===== src/rtl/wb_arbiter.sv =====
`timescale 1ns/1ps
// Writeback arbiter: merges load returns and ALU results onto the single register-file
// write port, holding blocked ALU results in order and dropping writes made stale by younger ones.
module wb_arbiter #(
  parameter int W     = 8,
  parameter int D     = 4,
  parameter int DEPTH = 2
) (
  input  logic                         Clk,
  input  logic                         Reset,
  input  logic                         AluValid,
  input  logic [D-1:0]                 AluAddr,
  input  logic [W-1:0]                 AluData,
  output logic                         AluReady,
  input  logic                         LdValid,
  input  logic [D-1:0]                 LdAddr,
  input  logic [W-1:0]                 LdData,
  output logic                         WriteEn,
  output logic [D-1:0]                 Waddr,
  output logic [W-1:0]                 DataIn,
  output logic [2**D-1:0]              Pending,
  output logic [$clog2(DEPTH+1)-1:0]   Count
);

  localparam int CW = $clog2(DEPTH + 1);
  localparam logic [CW-1:0] DEPTH_C = CW'(DEPTH);

  logic [D-1:0]    buf_addr_q [DEPTH];
  logic [D-1:0]    buf_addr_d [DEPTH];
  logic [W-1:0]    buf_data_q [DEPTH];
  logic [W-1:0]    buf_data_d [DEPTH];
  logic [CW-1:0]   count_q, count_d;
  logic            we_q, we_d;
  logic [D-1:0]    waddr_q, waddr_d;
  logic [W-1:0]    data_q, data_d;
  logic [2**D-1:0] pending_q, pending_d;

  logic alu_acc, ld_live, sel_head, sel_alu, push;
  int   n_keep;

  // Ready depends only on registered occupancy, never on this cycle's load.
  assign AluReady = (count_q < DEPTH_C);
  assign alu_acc  = AluValid && AluReady;
  // A load overwritten by the same-cycle (younger) ALU result is dead.
  assign ld_live  = LdValid && !(alu_acc && (LdAddr == AluAddr));
  assign sel_head = !ld_live && (count_q != '0);
  assign sel_alu  = !ld_live && (count_q == '0) && alu_acc;
  assign push     = alu_acc && !sel_alu;

  always_comb begin
    we_d    = ld_live || sel_head || sel_alu;
    waddr_d = waddr_q;
    data_d  = data_q;
    if (ld_live) begin
      waddr_d = LdAddr;
      data_d  = LdData;
    end else if (sel_head) begin
      waddr_d = buf_addr_q[0];
      data_d  = buf_data_q[0];
    end else if (sel_alu) begin
      waddr_d = AluAddr;
      data_d  = AluData;
    end
  end

  // Squash, pop and push fold into one compaction pass: survivors slide toward the head.
  always_comb begin
    n_keep = 0;
    for (int k = 0; k < DEPTH; k++) begin
      buf_addr_d[k] = '0;
      buf_data_d[k] = '0;
    end
    for (int i = 0; i < DEPTH; i++) begin
      if ((i < int'(count_q)) && !(sel_head && (i == 0)) &&
          !(ld_live && (buf_addr_q[i] == LdAddr))) begin
        for (int k = 0; k < DEPTH; k++) begin
          if (k == n_keep) begin
            buf_addr_d[k] = buf_addr_q[i];
            buf_data_d[k] = buf_data_q[i];
          end
        end
        n_keep = n_keep + 1;
      end
    end
    if (push) begin
      for (int k = 0; k < DEPTH; k++) begin
        if (k == n_keep) begin
          buf_addr_d[k] = AluAddr;
          buf_data_d[k] = AluData;
        end
      end
    end
    count_d = CW'(n_keep) + CW'(push);

    pending_d = '0;
    for (int k = 0; k < DEPTH; k++) begin
      if (k < int'(count_d)) pending_d[buf_addr_d[k]] = 1'b1;
    end
    if (we_d) pending_d[waddr_d] = 1'b1;
  end

  always_ff @(posedge Clk) begin
    if (Reset) begin
      we_q      <= 1'b0;
      waddr_q   <= '0;
      data_q    <= '0;
      count_q   <= '0;
      pending_q <= '0;
      for (int k = 0; k < DEPTH; k++) begin
        buf_addr_q[k] <= '0;
        buf_data_q[k] <= '0;
      end
    end else begin
      we_q      <= we_d;
      waddr_q   <= waddr_d;
      data_q    <= data_d;
      count_q   <= count_d;
      pending_q <= pending_d;
      for (int k = 0; k < DEPTH; k++) begin
        buf_addr_q[k] <= buf_addr_d[k];
        buf_data_q[k] <= buf_data_d[k];
      end
    end
  end

  assign WriteEn = we_q;
  assign Waddr   = waddr_q;
  assign DataIn  = data_q;
  assign Pending = pending_q;
  assign Count   = count_q;

endmodule


===== config.mk =====
export PLATFORM = sky130hd
export DESIGN_NAME = wb_arbiter
export DESIGN_NICKNAME = d
export VERILOG_FILES = /design/src/rtl/wb_arbiter.sv
export SDC_FILE = /design/constraint.sdc
export NUM_CORES = 1
export LEC_CHECK = 0
export CORE_MARGIN = 2
export CORE_UTILIZATION = 37
export DETAILED_ROUTE_END_ITERATION = 8
export SYNTH_ARGS = -nofsm -noshare
export SYNTH_HDL_FRONTEND = slang
export SYNTH_SLANG_ARGS = --single-unit

===== constraint.sdc =====
create_clock -name Clk -period 7.7 [get_ports Clk]
set_clock_uncertainty 0.1 [all_clocks]
set_input_delay 1.155 -clock Clk [delete_from_list [all_inputs] [get_ports Clk]]
set_output_delay 1.155 -clock Clk [all_outputs]
set_load 0.1 [all_outputs]

==> results.ini <==
[drt]
wl_per_cell_um = 18.60
num_vias = 2934
drt-initial-drc-count = 174
drc_errors = 0
viasPerCell = 6.025
detail-route-antenna-nets = 0
wirelength_mm = 9.057
dr.pass1.iters = 5

[yosys]
synthArstFlopShare_pct = 0
ys_seq_area_share_pct = 37.77
netlist_area_sq_mm = 0.002915
yosys_warnings = 0
synth.net_count = 368
yosys.area.top_type = dfxtp_1
yosysUniqueCellTypes = 54
syn_avg_cell_area_sq_um = 8.651
synth_cells = 337
synth_area_leaders = dfxtp_1, o221ai_1, nor2_1, o211ai_1, xor2_1
ys_ff_latch = 55
synth-main-ff-cell = dfxtp_1
synth_top_area_share_pct = 37.77
synth_edf_count = 0

[worst_setup_path]
crit_type = input pin to register
cp.required_ps = 7820
cpMaxStageDelayCell = nor2_1
r2r-start = buf_addr_q[0][4]$_SDFF_PP0_
r2r_cells = 11
critical_path.top_delay_family = simple AND/OR/NAND/NOR gates
crit_arrival_ps = 5330
crit_fanout = 23
critical_path.startpoint_type = input pin
worstSetupEndpointType = register
critPathMaxStageDelay_ps = 890
r2r_end = Pending[6]$_SDFF_PP0_
crit_chain = clkdlybuf4s50_1, xor2_1, or4_4, nor2_1, nor2_1, inv_1, ha_1, nand2_1, a21o_1, a31oi_2, or4_4, o221ai_1
reg2reg_slack_ps = 3480
cp_num_buf_inv = 2

[sta]
setup_viol = 0
fmax_mhz = 192.1
slew_violations = 0
tightest_slew_ps = 1217
final.min_clock_period_ps = 5207
max_slew_margin_pct = 18.61
hold_violations = 0
period_share_pct = 67.62
rsz0062_at_grt = false
fin_tns_setup_ps = 0

[clock_tree]
cts_inserted_buffers = 5
cts_buffer_depth = 2
htree_levels = 2
ctsHoldBuffers = 0
ctsResizeCount = 0
cts_tree = built
clk_root_buffer_cell = clkbuf_8
postCtsSetupBuffers = 0
worstSkewPairLatency_ps = 310
cts.sinks = 55
path_clk_slew_ps = 100

[final_layout]
layout_commonest_cell = clkdlybuf4s50_1
fin_area_sq_mm = 0.003647
multi_input_area_sq_mm = 0.001677
antenna_cells = 0
area_growth_pct = 25.11
final_cell_mix = clkdlybuf4s50_1, dfxtp_1, nor2_1
drive_gt1_share_pct = 5.714
fillCellCount = 800
fin_nets = 417
seq_area_sq_mm = 0.001101

[global_routing]
overflow = 0
grt_pass1_wl_mm = 14.80
grt_usage_pct = 21.86
antenna_found_initial = 0
grt_pass1_vias = 2842
grt_max_degree = 31

[die]
io_pins = 60
start_util_pct = 37.92
core_area_sq_mm = 0.007687
fp.dieW_um = 92.77
die_h_um = 92.77
rows = 32
dieArea_sq_mm = 0.008605

[min_path]
whs_path_depth = 2
hold_start = buf_data_q[0][5]$_SDFF_PP0_
hold_end = buf_data_q[0][5]$_SDFF_PP0_
hold_class = register to register

[job]
maxCapViolCount = 0

[placed_design]
portBuffers = 59
hpwl_mm = 6.557
place_congestion = 0.9626
placed_area_sq_mm = 0.003571

[power]
powerDensity_mw_per_mm2 = 193.6
p_leak_nw = 1.232
p_total_mw = 0.7061
vdd_drop_max_uv = 117.3

[status]
status = finished, final reports clean

-- registers in the layout, indices dropped and copies added (netlist names) --
signal and cells:
Pending 16, WriteEn 1, Count 2, buf_addr_q 8, Waddr 4, DataIn 8
buf_data_q 16
-- per-layer routing --
metal	global-route usage (%)	part of all wire (%)	vias up
met4	8.333	3.0	0
met1	28.54	43	1390
met5	0	0	-
met3	4.801	7.3	19
met2	35.21	46	139
li1	-	-	1386
-- cells by family after synthesis --
kind of cell    synth area share [%]
simple gates                   20.77
compound gates                 29.92
flops                          37.77
buf+inv                        4.721
xor+xnor                       3.863
mux                            1.416
fa+ha+maj                      1.545
-- cell type report --
type,count,share of cell area [%]
timing repair buffer,62,16.81
clock buffer,5,1.887
inverter,14,1.441
clock inverter,1,0.2058
tap,102,3.499
multi-input combinational,248,45.97
sequential,55,30.19
-- Yosys cell counts, types with 4 or more instances --
master    count
a211o_1       4
a211oi_1      4
a21oi_1      14
a311oi_1      9
a31oi_1       6
a32oi_1       8
and2_1        4
clkbuf_1     15
dfxtp_1      55
inv_1        12
nand2_1      24
nand2b_1      5
nand3_1      18
nand3b_1      8
nand4_1       9
nor2_1       35
o211ai_1     14
o21ai_0      10
o221ai_1     18
xor2_1       11
-- through the flow --
stage	worst slack [ps]	instances	hold slack, ps	util [%]
floorplan	3584	337	354.9	-
global placement	2233	481	368.4	46.45
detailed placement	2207	481	373.8	46.45
CTS	2532	487	387.7	47.44
global route	2147	487	404.8	47.44
finish	2493	487	388.7	47.44
-- worst reg2reg max path: cells and delay by family, from the launching register on --
family,cells,cell delay [ps]
flip-flops,1,500
AND/OR/NAND/NOR,5,1910
buffers and inverters,1,100
AO/OA/AOI/OAI,3,1060
XOR/XNOR,1,240
adder cells (fa/ha/maj),1,230
-- power breakdown --
part	switching [mW]	internal [mW]	total, mW	leakage [nW]
combinational	0.174	0.0652	0.239	0.747
sequential	0.00984	0.301	0.311	0.449
clock	0.0946	0.0608	0.155	0.0361
-- how the worst max path moves through the flow --
stage | startpoint | to | slack, ps | depth (start not counted)
2_1_floorplan | Count[1]$_SDFF_PP0_ | Pending[6]$_SDFF_PP0_ | 3580 | 11
3_3_place_gp | LdAddr[0] | Pending[6]$_SDFF_PP0_ | 2230 | 12
3_5_place_dp | LdAddr[0] | Pending[6]$_SDFF_PP0_ | 2210 | 12
4_1_cts | LdAddr[0] | Pending[6]$_SDFF_PP0_ | 2530 | 12
5_1_grt | LdAddr[0] | Pending[7]$_SDFF_PP0_ | 2150 | 12
6_report | LdAddr[0] | Pending[6]$_SDFF_PP0_ | 2490 | 12
Power figures use the tool's default switching activity.
